## src/rtl/cellrv32_busswitch_pkg.sv

```systemverilog
// Shared types for the two-port-to-one bus switch: arbiter state and
// per-port pending-request buffer.
package cellrv32_busswitch_pkg;

    typedef enum logic [1:0] {
        S_IDLE   = 2'd0,
        S_BUSY_A = 2'd1,
        S_BUSY_B = 2'd2
    } bus_state_t;

    typedef struct packed {
        logic rd;
        logic wr;
    } pend_t;

    localparam logic SRC_A = 1'b0;
    localparam logic SRC_B = 1'b1;

    function automatic logic pend_any(input pend_t p);
        return p.rd | p.wr;
    endfunction

endpackage

```

## src/rtl/cellrv32_busswitch_reqbuf.sv

```systemverilog
// Per-port request capture: latches one read/write pulse until issued and
// answers writes on a read-only port with a one-cycle error.
module cellrv32_busswitch_reqbuf
    import cellrv32_busswitch_pkg::*;
#(
    parameter logic READ_ONLY = 1'b0
) (
    input  logic  i_clk,
    input  logic  i_rstn,
    input  logic  i_re,
    input  logic  i_we,
    input  logic  i_granted,
    input  logic  i_issue,
    output pend_t o_pend,
    output logic  o_ro_err
);

    pend_t r_pend;
    logic  r_ro_err;
    logic  w_accept;

    // A port already waiting or being served drops further pulses.
    assign w_accept = !pend_any(r_pend) && !i_granted;

    always_ff @(posedge i_clk or negedge i_rstn) begin
        if (!i_rstn) begin
            r_pend   <= '0;
            r_ro_err <= 1'b0;
        end else begin
            r_ro_err <= READ_ONLY & i_we;
            if (i_issue) begin
                r_pend <= '0;
            end else if (w_accept) begin
                r_pend.rd <= i_re;
                r_pend.wr <= i_we & ~READ_ONLY;
            end
        end
    end

    assign o_pend   = r_pend;
    assign o_ro_err = r_ro_err;

endmodule

```

## src/rtl/cellrv32_busswitch.sv

```systemverilog
// Arbitrates the CPU data port (A) and instruction fetch port (B) onto one
// host bus; one transfer in flight, responses routed back to the granted port.
module cellrv32_busswitch
    import cellrv32_busswitch_pkg::*;
#(
    parameter logic PORT_A_READ_ONLY = 1'b0,
    parameter logic PORT_B_READ_ONLY = 1'b1,
    parameter logic FAIR_ARB         = 1'b0
) (
    input  logic        clk_i,
    input  logic        rstn_i,
    input  logic [31:0] ca_addr_i,
    input  logic [31:0] ca_wdata_i,
    input  logic [3:0]  ca_ben_i,
    input  logic        ca_re_i,
    input  logic        ca_we_i,
    output logic [31:0] ca_rdata_o,
    output logic        ca_ack_o,
    output logic        ca_err_o,
    input  logic [31:0] cb_addr_i,
    input  logic [31:0] cb_wdata_i,
    input  logic [3:0]  cb_ben_i,
    input  logic        cb_re_i,
    input  logic        cb_we_i,
    output logic [31:0] cb_rdata_o,
    output logic        cb_ack_o,
    output logic        cb_err_o,
    output logic        p_src_o,
    output logic [31:0] p_addr_o,
    output logic [31:0] p_wdata_o,
    output logic [3:0]  p_ben_o,
    output logic        p_re_o,
    output logic        p_we_o,
    input  logic [31:0] p_rdata_i,
    input  logic        p_ack_i,
    input  logic        p_err_i
);

    bus_state_t r_state;
    bus_state_t w_state_nxt;
    logic       r_last_b;
    pend_t      w_pend_a;
    pend_t      w_pend_b;
    logic       w_ro_err_a;
    logic       w_ro_err_b;
    logic       w_req_a;
    logic       w_req_b;
    logic       w_issue_a;
    logic       w_issue_b;
    logic       w_sel_b;
    logic       w_gnt_a;
    logic       w_gnt_b;
    logic       w_re;
    logic       w_we;
    logic       w_done;

    cellrv32_busswitch_reqbuf #(.READ_ONLY(PORT_A_READ_ONLY)) u_reqbuf_a (
        .i_clk     (clk_i),
        .i_rstn    (rstn_i),
        .i_re      (ca_re_i),
        .i_we      (ca_we_i),
        .i_granted (r_state == S_BUSY_A),
        .i_issue   (w_issue_a),
        .o_pend    (w_pend_a),
        .o_ro_err  (w_ro_err_a)
    );

    cellrv32_busswitch_reqbuf #(.READ_ONLY(PORT_B_READ_ONLY)) u_reqbuf_b (
        .i_clk     (clk_i),
        .i_rstn    (rstn_i),
        .i_re      (cb_re_i),
        .i_we      (cb_we_i),
        .i_granted (r_state == S_BUSY_B),
        .i_issue   (w_issue_b),
        .o_pend    (w_pend_b),
        .o_ro_err  (w_ro_err_b)
    );

    assign w_req_a = pend_any(w_pend_a);
    assign w_req_b = pend_any(w_pend_b);
    assign w_done  = p_ack_i | p_err_i;

    always_comb begin
        w_state_nxt = r_state;
        w_sel_b     = SRC_A;
        w_issue_a   = 1'b0;
        w_issue_b   = 1'b0;
        w_re        = 1'b0;
        w_we        = 1'b0;
        w_gnt_a     = 1'b0;
        w_gnt_b     = 1'b0;
        case (r_state)
            S_IDLE: begin
                // On a tie, round-robin hands the bus to A only if B was served last.
                if (w_req_a && (!w_req_b || !FAIR_ARB || r_last_b)) begin
                    w_issue_a   = 1'b1;
                    w_re        = w_pend_a.rd;
                    w_we        = w_pend_a.wr;
                    w_state_nxt = S_BUSY_A;
                end else if (w_req_b) begin
                    w_sel_b     = SRC_B;
                    w_issue_b   = 1'b1;
                    w_re        = w_pend_b.rd;
                    w_we        = w_pend_b.wr;
                    w_state_nxt = S_BUSY_B;
                end
            end
            S_BUSY_A: begin
                w_gnt_a = 1'b1;
                if (w_done) w_state_nxt = S_IDLE;
            end
            S_BUSY_B: begin
                w_sel_b = SRC_B;
                w_gnt_b = 1'b1;
                if (w_done) w_state_nxt = S_IDLE;
            end
            default: w_state_nxt = S_IDLE;
        endcase
    end

    always_ff @(posedge clk_i or negedge rstn_i) begin
        if (!rstn_i) begin
            r_state  <= S_IDLE;
            r_last_b <= 1'b1;
        end else begin
            r_state <= w_state_nxt;
            if (r_state == S_BUSY_A && w_done) r_last_b <= 1'b0;
            if (r_state == S_BUSY_B && w_done) r_last_b <= 1'b1;
        end
    end

    assign p_src_o   = w_sel_b;
    assign p_addr_o  = w_sel_b ? cb_addr_i  : ca_addr_i;
    assign p_wdata_o = w_sel_b ? cb_wdata_i : ca_wdata_i;
    assign p_ben_o   = w_sel_b ? cb_ben_i   : ca_ben_i;
    assign p_re_o    = w_re;
    assign p_we_o    = w_we;

    assign ca_rdata_o = w_gnt_a ? p_rdata_i : '0;
    assign ca_ack_o   = w_gnt_a & p_ack_i;
    assign ca_err_o   = (w_gnt_a & p_err_i) | w_ro_err_a;
    assign cb_rdata_o = w_gnt_b ? p_rdata_i : '0;
    assign cb_ack_o   = w_gnt_b & p_ack_i;
    assign cb_err_o   = (w_gnt_b & p_err_i) | w_ro_err_b;

endmodule

```

## config.mk

```make
export PLATFORM = sky130hd
export DESIGN_NAME = cellrv32_busswitch
export DESIGN_NICKNAME = d
export VERILOG_FILES = /design/src/rtl/cellrv32_busswitch_pkg.sv /design/src/rtl/cellrv32_busswitch_reqbuf.sv /design/src/rtl/cellrv32_busswitch.sv
export SDC_FILE = /design/constraint.sdc
export NUM_CORES = 1
export LEC_CHECK = 0
export ABC_AREA = 1
export ABC_CLOCK_PERIOD_IN_PS = 2300
export BUFFER_PORTS_ARGS = -buffer_cell sky130_fd_sc_hd__buf_2
export CORE_AREA = 2 2 122 124
export CTS_BUF_LIST = sky130_fd_sc_hd__clkbuf_4 sky130_fd_sc_hd__clkbuf_8
export CTS_CLUSTER_SIZE = 28
export DETAILED_ROUTE_END_ITERATION = 8
export DIE_AREA = 0 0 124 126
export PLACE_DENSITY_LB_ADDON = 0.2
export SYNTH_ARGS = -nofsm -noshare
export SYNTH_HDL_FRONTEND = slang
export SYNTH_HIERARCHICAL = 1
export SYNTH_SLANG_ARGS = --single-unit
export TNS_END_PERCENT = 30
```

## constraint.sdc

```tcl
create_clock -name clk_i -period 2.3 [get_ports clk_i]
set_input_delay 0.345 -clock clk_i [delete_from_list [all_inputs] [get_ports clk_i]]
set_output_delay 0.345 -clock clk_i [all_outputs]
set_load 0.01 [all_outputs]
```

Word-level counts from Yosys, hierarchy flattened
Index checks and enable logic that the tools add are counted.

storage, ports and cells
  memories kept = 0
  output and inout bits = 139
  bits in latches = 0
  register bits = 7
  logic and storage cells = 56
  RAM bits = 0
  input bits = 176
  memory bits (read-only) = 0

cells by class
  order comparisons = 0
  bitwise gates (word level) = 8
  multiply operators = 0
  $add $sub $neg = 0
  muxes and demuxes = 27
  reduce and logical (&&, ||, !) cells = 11
  div/mod/pow operators = 0
  equal/unequal tests = 4
  shift operators = 0

operators by type and width
  kind                                                                      number
  32-bit two-way mux                                                        4
  2-bit two-way mux                                                         7
  1-bit two-way mux                                                         13
  1-bit AND                                                                 4
  1-bit zero test                                                           4
  4-bit two-way mux                                                         1
  1-bit bitwise OR                                                          4
  2-bit case mux with 2 select lines                                        1
  2-bit nonzero test                                                        2
  3-bit inequality test (second input constant)                             1
  2-bit by 1-bit equality test with 1-bit output (second input constant)    1
  2-bit equality test (second input constant)                               1
  1-bit logical AND                                                         2
  2-bit zero test                                                           1
  2-bit by 1-bit inequality test with 1-bit output (second input constant)  1
  1-bit case mux with 2 select lines                                        1
  2-bit AND reduction                                                       1
  2-bit OR reduction                                                        1

Logic depth before layout (Yosys ltp)
Gate-level depths: netlist (run 1).

  depth in word-level cells = 5
  mapped depth = 9

Cells and area by module
Netlist (run 1), hierarchy kept.

by module, submodules not included
  module                                  area an instance (µm²)  instances  seq. area each (µm²)  cells each
  cellrv32_busswitch                      1720.4                  1          50.0                  401
  cellrv32_busswitch_reqbuf (u_reqbuf_a)  98.8                    1          50.0                  12
  cellrv32_busswitch_reqbuf (u_reqbuf_b)  81.3                    1          50.0                  8

Worst setup path after synthesis (run 1)
No wires, ideal clock.

  kind = register to output
  start point = reg r_state[0]
  end point = out p_wdata_o[10]
  buffers on the path = 3
  setup slack = 0.591 ns
  required time = 1.955 ns
  cell stages (with the launch flop) = 9
  arrival time = 1.364 ns
  cell sequence = dfrtp_1 > inv_1 > ha_1 > buf_2 > inv_2 > buf_4 > buf_2 > nand3_1 > nand2_1

between the ends
  word-level cells in the longest chain between the ends = 3

ends and longest elaborated chain
  what                                                           line                       source
  start, declared                                                cellrv32_busswitch.sv:39   bus_state_t r_state;
  start signal, assigned                                         cellrv32_busswitch.sv:126  r_state <= w_state_nxt;
  2-bit equality test / 2-bit zero test (equally long branches)  cellrv32_busswitch.sv:92   case (r_state)
  1-bit case mux with 2 select lines *                           cellrv32_busswitch.sv:92
  32-bit two-way mux *                                           cellrv32_busswitch.sv:134  assign p_wdata_o = w_sel_b ? cb_wdata_i : ca_wdata_i;
  end, declared                                                  cellrv32_busswitch.sv:30   output logic [31:0] p_wdata_o,

Mark *: on every way between the ends. The rest lies on a longest branch, timed or not.

Worst setup path after layout (run 1)
  start point = reg r_state[0]
  end point = out p_wdata_o[5]

The elaborated chain is that of the path after synthesis.

==> results of run 1 <==
-- cell families after synthesis --
| group | Yosys count | share of synthesized area |
|---|---|---|
| AND/OR/NAND/NOR | 292 | 0.631 |
| buffers and inverters | 111 | 0.241 |
| AO/OA/AOI/OAI | 7 | 0.0250 |
| flip-flops | 6 | 0.0790 |
| adder cells (fa/ha/maj) | 3 | 0.0198 |
| other | 2 | 0.00395 |
-- worst max-delay path by stage --
stage / endpoint / cells past startpoint
after detailed placement: p_wdata_o[18] / 8
after CTS: p_ben_o[3] / 8
after floorplan: p_wdata_o[10] / 8
final: p_wdata_o[5] / 7
after global placement: p_wdata_o[13] / 7
after global routing: p_addr_o[10] / 7
-- layer usage --
metal / part of all wire / wire, um
met3: 0.065 / 630
met4: 0.0099 / 96
met2: 0.50 / 4870
met1: 0.42 / 4070
met5: 0 / 0
-- layout make-up --
class	instances	area, um2
clock buffers	3	41.3
inverters	80	300
flip-flops and latches	6	150
fillers	1682	10600
repair buffers	323	1670
well taps	184	230
multi-input cells	304	1290
-- critical path, stage by stage (launching register included) --
cell     delay [ps]
dfrtp_1         360
inv_1            70
ha_1            210
inv_2            80
buf_4           400
nand3_1         150
nand2_1          90
buf_2           120
-- stage by stage --
stage,instances,utilization
after floorplan,421,-
after global placement,896,0.254
after detailed placement,896,0.254
after CTS,900,0.257
after global routing,900,0.257
final,900,0.257
-- power by group --
part	internal (mW)	switching (mW)
logic	1.42	2.27
registers	0.148	0.0463
clock network	0.112	0.0405
-- state kept, by name, summed over array words and instances, names as in the netlist --
| name | cells |
|---|---|
| r_state | 2 |
| u_reqbuf_a/o_pend | 2 |
| u_reqbuf_b/o_pend | 1 |
| u_reqbuf_b/o_ro_err | 1 |
-- what timing repair did --
| item | 4_1_cts | 5_1_grt |
|---|---|---|
| hold buffers | 1 | 0 |
| hold endpoints to repair | 6 | 0 |
| endpoints found under the setup margin | 0 | 13 |
| resized for setup | 0 | 1 |
-- synth_stat cells --
library cell and number:
nand3_1 70, inv_2 2, clkbuf_1 15, a21oi_1 3
inv_1 78, nand2_2 1, dfrtp_1 6, buf_2 9
buf_6 2, nor2_4 1, buf_4 4, buf_1 1
ha_1 3, nand3_2 1, a21o_1 2, nand2_1 215
nor2_1 4, conb_1 2, a21oi_2 2
==> metrics.txt, run 1 <==
status finished, final reports clean; share of post-route cells with drive strength above 1 0.464; Layout area overhead 93.9%; Die Footprint 0.0156 mm2; Tot GR Track Use 0.110; CP required 1960 ps; Clock transition at path regs 30 ps; Final WS setup 206 ps; worst vdd ir 0.527 mV; reg2reg end u_reqbuf_b/o_pend[1]; Yosys Warn Count 6; Design Area, Final 0.00368 mm2; initial antenna violation count 0; final setup TNS 0 ps; global routing usage on met2 0.205; WL/cell 10.7 um; Hold Crit Depth 1; Nets 897; critical path class reg2out; Detail Route Antenna Nets 0; top cell type's share of synthesized area 0.425; critical path peak fanout 45; startpoint types register; met1 Use GR 0.136; Mapped Area 0.00190 mm2; clk sinks 6; detailed placer's ending HPWL 7.79 mm; Final Hold Fails 0; dpl cell area 0.00363 mm2; pwr/cell area 1090 mW/mm2; row cnt 44; Port Buf Inserts 314; Synth Instances 421; Slew Limit Fails 0; via count 3,333; total wire length 9.67 mm; ranking of synthesized cells by area nand2_1 (42%), nand3_1 (18%), inv_1 (15%); FF-to-FF Start r_state[0]; Max Fclk 0.477 GHz; total gr overflow 0; CTS tree yes; DRC viols 0; Final Wtd Congestion 0.746; Max clock buf depth 2; Final Skew 1.66 ps; Initial Util 0.133; pre-CTS WS 358 ps; crit end category primary output; overall power 4.03 mW; final worst path period share 0.911; Net Count, Synth 600; largest net degree at the start of global routing 51; GRT busiest layer met2; dominant cell type by area after synthesis nand2_1; post-synthesis sequential area ratio 0.0790; Initial DRC Count 137; leakage power 2.91 nW; post-CTS setup buffer count 0; Die Wd 124 um; commonest non-fill, non-tap cell in the layout buf_2; final setup violation count 0; H-tree levels 1; final hold slack 242 ps; Syn Area/Cell 4.51 um2; Reg2Reg Setup Slack 950 ps; commonest cells after routing, fill and taps aside buf_2 (314), nand2_1 (215), inv_1 (78); Worst EP arrival 1750 ps; vias in the first global route 2,857; GRT met3 Usage 0.0122; Clock Latency Late Sink 220 ps; min-delay src cb_we_i; Netlist cell types 19; post-layout minimum cycle time 2090 ps; vias per std cell 3.70; Reg2Reg Depth 6; worst hold endpoint u_reqbuf_b/o_ro_err; Critical Path Source r_state[0]; Core Region 0.0143 mm2; n_diodes 0; Chip Height 126 um; Synth Register Bits 6; max-cap violations 0; total CTS buffers 3; TritonRoute pass-1 iters 4; first-pass GRT wire length 14.1 mm; RSZ-0062 raised after global routing no; IO Pins 315; Hold Crit Class in2reg; root buffer cell clkbuf_8
Note: power is estimated with default switching activity, not from simulation.
==> run 2: changes to the inputs <==
--- a/config.mk
+++ b/config.mk
@@ -13,7 +13,7 @@
 export CTS_CLUSTER_SIZE = 28
 export DETAILED_ROUTE_END_ITERATION = 8
 export DIE_AREA = 0 0 124 126
-export PLACE_DENSITY_LB_ADDON = 0.2
+export PLACE_DENSITY_LB_ADDON = 0.08
 export SYNTH_ARGS = -nofsm -noshare
 export SYNTH_HDL_FRONTEND = slang
 export SYNTH_HIERARCHICAL = 1
==> metrics.txt, run 2 (synthesized netlist as in run 1, its figures left out) <==
vias per std cell 3.85 (+4.0%); Die Wd 124 um (unchanged); Tot GR Track Use 0.122 (+0.0119); CTS tree yes; Clock Latency Late Sink 220 ps (about the same); Slew Limit Fails 0 (unchanged); Hold Crit Class in2reg; post-cts resize count 0 (unchanged); row cnt 44 (unchanged); Clock transition at path regs 40 ps (about the same); root buffer cell clkbuf_8; Final Skew 2.70 ps (+1.04 ps); Design Area, Final 0.00368 mm2 (-0.10%); detailed placer's ending HPWL 8.76 mm (+12%); leakage power 2.91 nW (about the same); commonest cells after routing, fill and taps aside buf_2 (314), nand2_1 (215), inv_1 (78); share of post-route cells with drive strength above 1 0.464 (unchanged); Final Wtd Congestion 0.848 (+14%); clk sinks 6 (unchanged); commonest non-fill, non-tap cell in the layout buf_2; Hold Buf Count CTS 1 (unchanged); status finished, final reports clean; pwr/cell area 1100 mW/mm2 (+0.49%); WL/cell 11.9 um (+11%); Core Region 0.0143 mm2 (unchanged); IO Pins 315 (unchanged); Chip Height 126 um (unchanged); post-layout minimum cycle time 2120 ps (+28.4 ps); Max clock buf depth 2 (unchanged); DRC viols 0 (unchanged); Port Buf Inserts 314 (unchanged); n_diodes 0 (unchanged); cell repeated most along the worst path nand2_1; TritonRoute pass-1 iters 4 (unchanged); H-tree levels 1 (unchanged); crit end category primary output; crit-path cells inv_1 > ha_1 > nand3_2 > nand2_2 > buf_4 > nand2_1 > nand2_1 > buf_2; Die Footprint 0.0156 mm2 (unchanged); post-layout util 0.257 (-0.000262); Max Fclk 0.471 GHz (-1.3%); total wire length 10.7 mm (+11%); Initial Util 0.133 (unchanged); Final Hold Fails 0 (unchanged); via count 3,465 (+4.0%); Slowest Stage Delay on Critical Path 390 ps (about the same); final setup violation count 0 (unchanged); critical path peak fanout 32 (-29%); # fillers 1,658 (-1.4%); RSZ-0062 raised after global routing no; dpl cell area 0.00363 mm2 (unchanged); pre-CTS WS 410 ps (+52.0 ps); initial antenna violation count 0 (unchanged); Crit-path slowest cell dfrtp_1; Worst EP arrival 1780 ps (+30 ps); worst vdd ir 0.375 mV (-29%); total CTS buffers 3 (unchanged); Detail Route Antenna Nets 0 (unchanged); Nets 897 (unchanged); Layout area overhead 93.7%; max-cap violations 0 (unchanged); overall power 4.05 mW (+0.39%); Final WS setup 177 ps (-28.4 ps); startpoint types register; CP required 1960 ps (about the same); largest net degree at the start of global routing 70 (+37%); vias in the first global route 3,049 (+6.7%); critical path class reg2out; final setup TNS 0 ps (unchanged); Initial DRC Count 104 (-24%); total gr overflow 0 (unchanged); post-CTS setup buffer count 0 (unchanged); first-pass GRT wire length 15.3 mm (+8.2%); final worst path period share 0.923 (+0.0124)
## run 2: cell counts in the layout (fill, tap and decap cells not counted)
Identical to the previous run, type by type.
## run 2: final timing paths
check	start	to	slack [ps]	depth (start not counted)
setup / recovery	r_state[1]	p_wdata_o[8]	180	8
setup reg to reg	r_state[1]	r_state[1]	870	7
hold / removal	cb_we_i	u_reqbuf_b/o_ro_err	230	1
hold reg to reg	r_state[0]	r_state[0]	500	2
max in group asynchronous	rstn_i	u_reqbuf_b/o_pend[1]	1650	2
min in group asynchronous	rstn_i	u_reqbuf_a/o_pend[1]	490	2
## run 2: stage by stage
| stage | cells | hold WS (ps) |
|---|---|---|
| after floorplan | 421 | 49.4 |
| after global placement | 896 | 185 |
| after detailed placement | 896 | 188 |
| after CTS | 900 | 228 |
| after global routing | 900 | 233 |
| final | 900 | 231 |
## run 2: cell type report
class                      count  area (um2)  area share
clock buffer                   3        41.3      0.0112
multi-input combinational    304        1290       0.351
timing repair buffer         323        1670       0.453
tap                          184         230      0.0625
inverter                      80         300      0.0816
sequential                     6         150      0.0408
## run 2: per-layer routing
layer,track usage,up-vias,share of wire
met2,0.240,142,0.55
met3,0.0127,8,0.070
met1,0.141,1495,0.38
met4,0.0159,0,0.0073
li1,-,1820,-
met5,0,-,0
## run 2: critical path, delay by kind of cell, from the launching register on
| family | cells | cell delay, ps |
|---|---|---|
| fa+ha+maj | 1 | 210 |
| buf+inv | 3 | 540 |
| flops | 1 | 390 |
| simple gates | 4 | 390 |
## run 2: report_power, final
group	switching [mW]	leakage (nW)	total, mW	internal, mW
Sequential	0.0446	0.0731	0.193	0.148
Combinational	2.29	2.81	3.70	1.40
Clock	0.0450	0.0216	0.157	0.112
==> run 3: changes to the inputs <==
==> constraint.sdc (replaced) <==
create_clock -name clk_i -period 2.3 [get_ports clk_i]
set_input_delay 0.345 -clock clk_i [delete_from_list [all_inputs] [get_ports clk_i]]
set_output_delay 0.345 -clock clk_i [all_outputs]
set_load 0.005 [all_outputs]
==> metrics.txt, run 3 (synthesized netlist as in run 1, its figures left out) <==
Crit-path slowest cell dfrtp_1; pre-CTS WS 321 ps (-89.0 ps); Chip Height 126 um (unchanged); DRC viols 0 (unchanged); Die Footprint 0.0156 mm2 (unchanged); status finished, final reports clean; Final Skew 4.53 ps (+1.83 ps); max-cap violations 0 (unchanged); final setup TNS 0 ps (unchanged); Clk pwr share 0.043 (+0.004); WL/cell 11.8 um (-0.89%); row cnt 44 (unchanged); Hold Crit Class in2reg; Final Hold Fails 0 (unchanged); n_diodes 0 (unchanged); Die Wd 124 um (unchanged); Comb pwr share 0.905 (-0.008); dpl cell area 0.00364 mm2 (+0.34%); overall power 3.70 mW (-8.5%); post-CTS setup buffer count 0 (unchanged); Hold Crit Depth 1 (unchanged); via count 3,494 (+0.84%); commonest cells after routing, fill and taps aside buf_2 (314), nand2_1 (215), inv_1 (78); Critical Path Source r_state[0]; total gr overflow 0 (unchanged); FF-to-FF Start r_state[0]; vias in the first global route 3,081 (+1.0%); Port Buf Inserts 314 (unchanged); worst vdd ir 0.392 mV (+4.5%); share of post-route cells with drive strength above 1 0.464 (unchanged); Nets 897 (unchanged); H-tree levels 1 (unchanged); Max clock buf depth 2 (unchanged); startpoint types register; Switch Pwr 2.02 mW (-15%); crit-path cells inv_1 > ha_1 > nand3_2 > buf_6 > nand3_1 > nand2_1 > buf_2; critical path peak fanout 47 (+47%); crit-path leading delay family buffers and inverters; post-layout util 0.258 (+0.00114); pwr/cell area 1000 mW/mm2 (-8.9%); largest net degree at the start of global routing 48 (-31%); Slowest Stage Delay on Critical Path 360 ps (-30 ps); vias per std cell 3.88 (+0.84%); Initial DRC Count 129 (+24%); first-pass GRT wire length 15.3 mm (+0.28%); total wire length 10.6 mm (-0.89%); CP required 1960 ps (about the same); Sequential Power Share 0.052 (+0.004); TritonRoute pass-1 iters 4 (unchanged); RSZ-0062 raised after global routing no; commonest non-fill, non-tap cell in the layout buf_2; IO Pins 315 (unchanged); leakage power 2.91 nW (about the same); crit end category primary output; clk sinks 6 (unchanged); post-layout minimum cycle time 2100 ps (-21.7 ps); Layout area overhead 94.5%; critical path class reg2out; total CTS buffers 3 (unchanged); critical path depth 7 (-1); Worst EP arrival 1760 ps (-20 ps); final worst path period share 0.914 (-0.00942); Initial Util 0.133 (unchanged); Slew Limit Fails 0 (unchanged); min-delay src cb_we_i; Final Wtd Congestion 0.879 (+3.6%); Tot GR Track Use 0.122 (about the same); crit path buf inv count 3 (unchanged); Reg2Reg Depth 7 (unchanged); root buffer cell clkbuf_8; Clock transition at path regs 40 ps (about the same); final hold slack 231 ps (-0.0740 ps); Core Region 0.0143 mm2 (unchanged); placed insts 896 (unchanged); final setup violation count 0 (unchanged); detailed placer's ending HPWL 8.79 mm (+0.36%); internal power 1.69 mW (+1.3%); Sw Ratio 0.545 (-0.0439); Design Area, Final 0.00370 mm2 (+0.44%); final std cells w/o fill 900 (unchanged); initial antenna violation count 0 (unchanged); Clock Latency Late Sink 220 ps (about the same); Final WS setup 199 ps (+21.7 ps); CTS tree yes; Max Fclk 0.476 GHz (+1.0%); Detail Route Antenna Nets 0 (unchanged)
==> run 3: changes by cell type in the layout (fill, tap and decap cells not counted) <==
cell    before  now
buf_12       2    3
buf_4        6    4
buf_6        0    1
==> run 3: what timing repair did <==
action / in CTS / in global routing
endpoints found under the setup margin: 0 / 8
hold buffers: 1 / 0
hold endpoints to repair: 6 / 0
gates resized for setup: 0 / 1
==> run 3: power groups by stage <==
stage	sequential (mW)	combinational, mW	clock, mW
after floorplan	0.185	1.88	0
after global placement	0.195	3.45	0
after detailed placement	0.195	3.40	0
after CTS	0.194	3.42	0.167
after global routing	0.201	3.87	0.174
final	0.194	3.35	0.160
==> run 3: layout make-up <==
cell class	instances	area (um2)
sequential	6	150
inverter	80	300
tap	184	230
multi-input combinational	304	1290
fill	1707	10600
clock buffer	3	41.3
timing repair buffer	323	1680
==> run 3: path summary, 6_finish.rpt <==
check,to,slack [ps]
min reg2reg,r_state[0],500
max in group asynchronous,u_reqbuf_b/o_ro_err,1650
min in group asynchronous,r_state[1],480
max reg2reg,r_state[1],840
max,p_wdata_o[3],200
min,u_reqbuf_b/o_ro_err,230
==> run 3: layer usage <==
metal  share of wire  routed length [um]  GRT usage  up-vias
met5               0                   0          0        -
met4          0.0080                  85     0.0185        0
met3           0.073                 776    0.00951        6
met2            0.53                5650      0.241      150
met1            0.39                4100      0.141     1516
li1                -                   -          -     1822
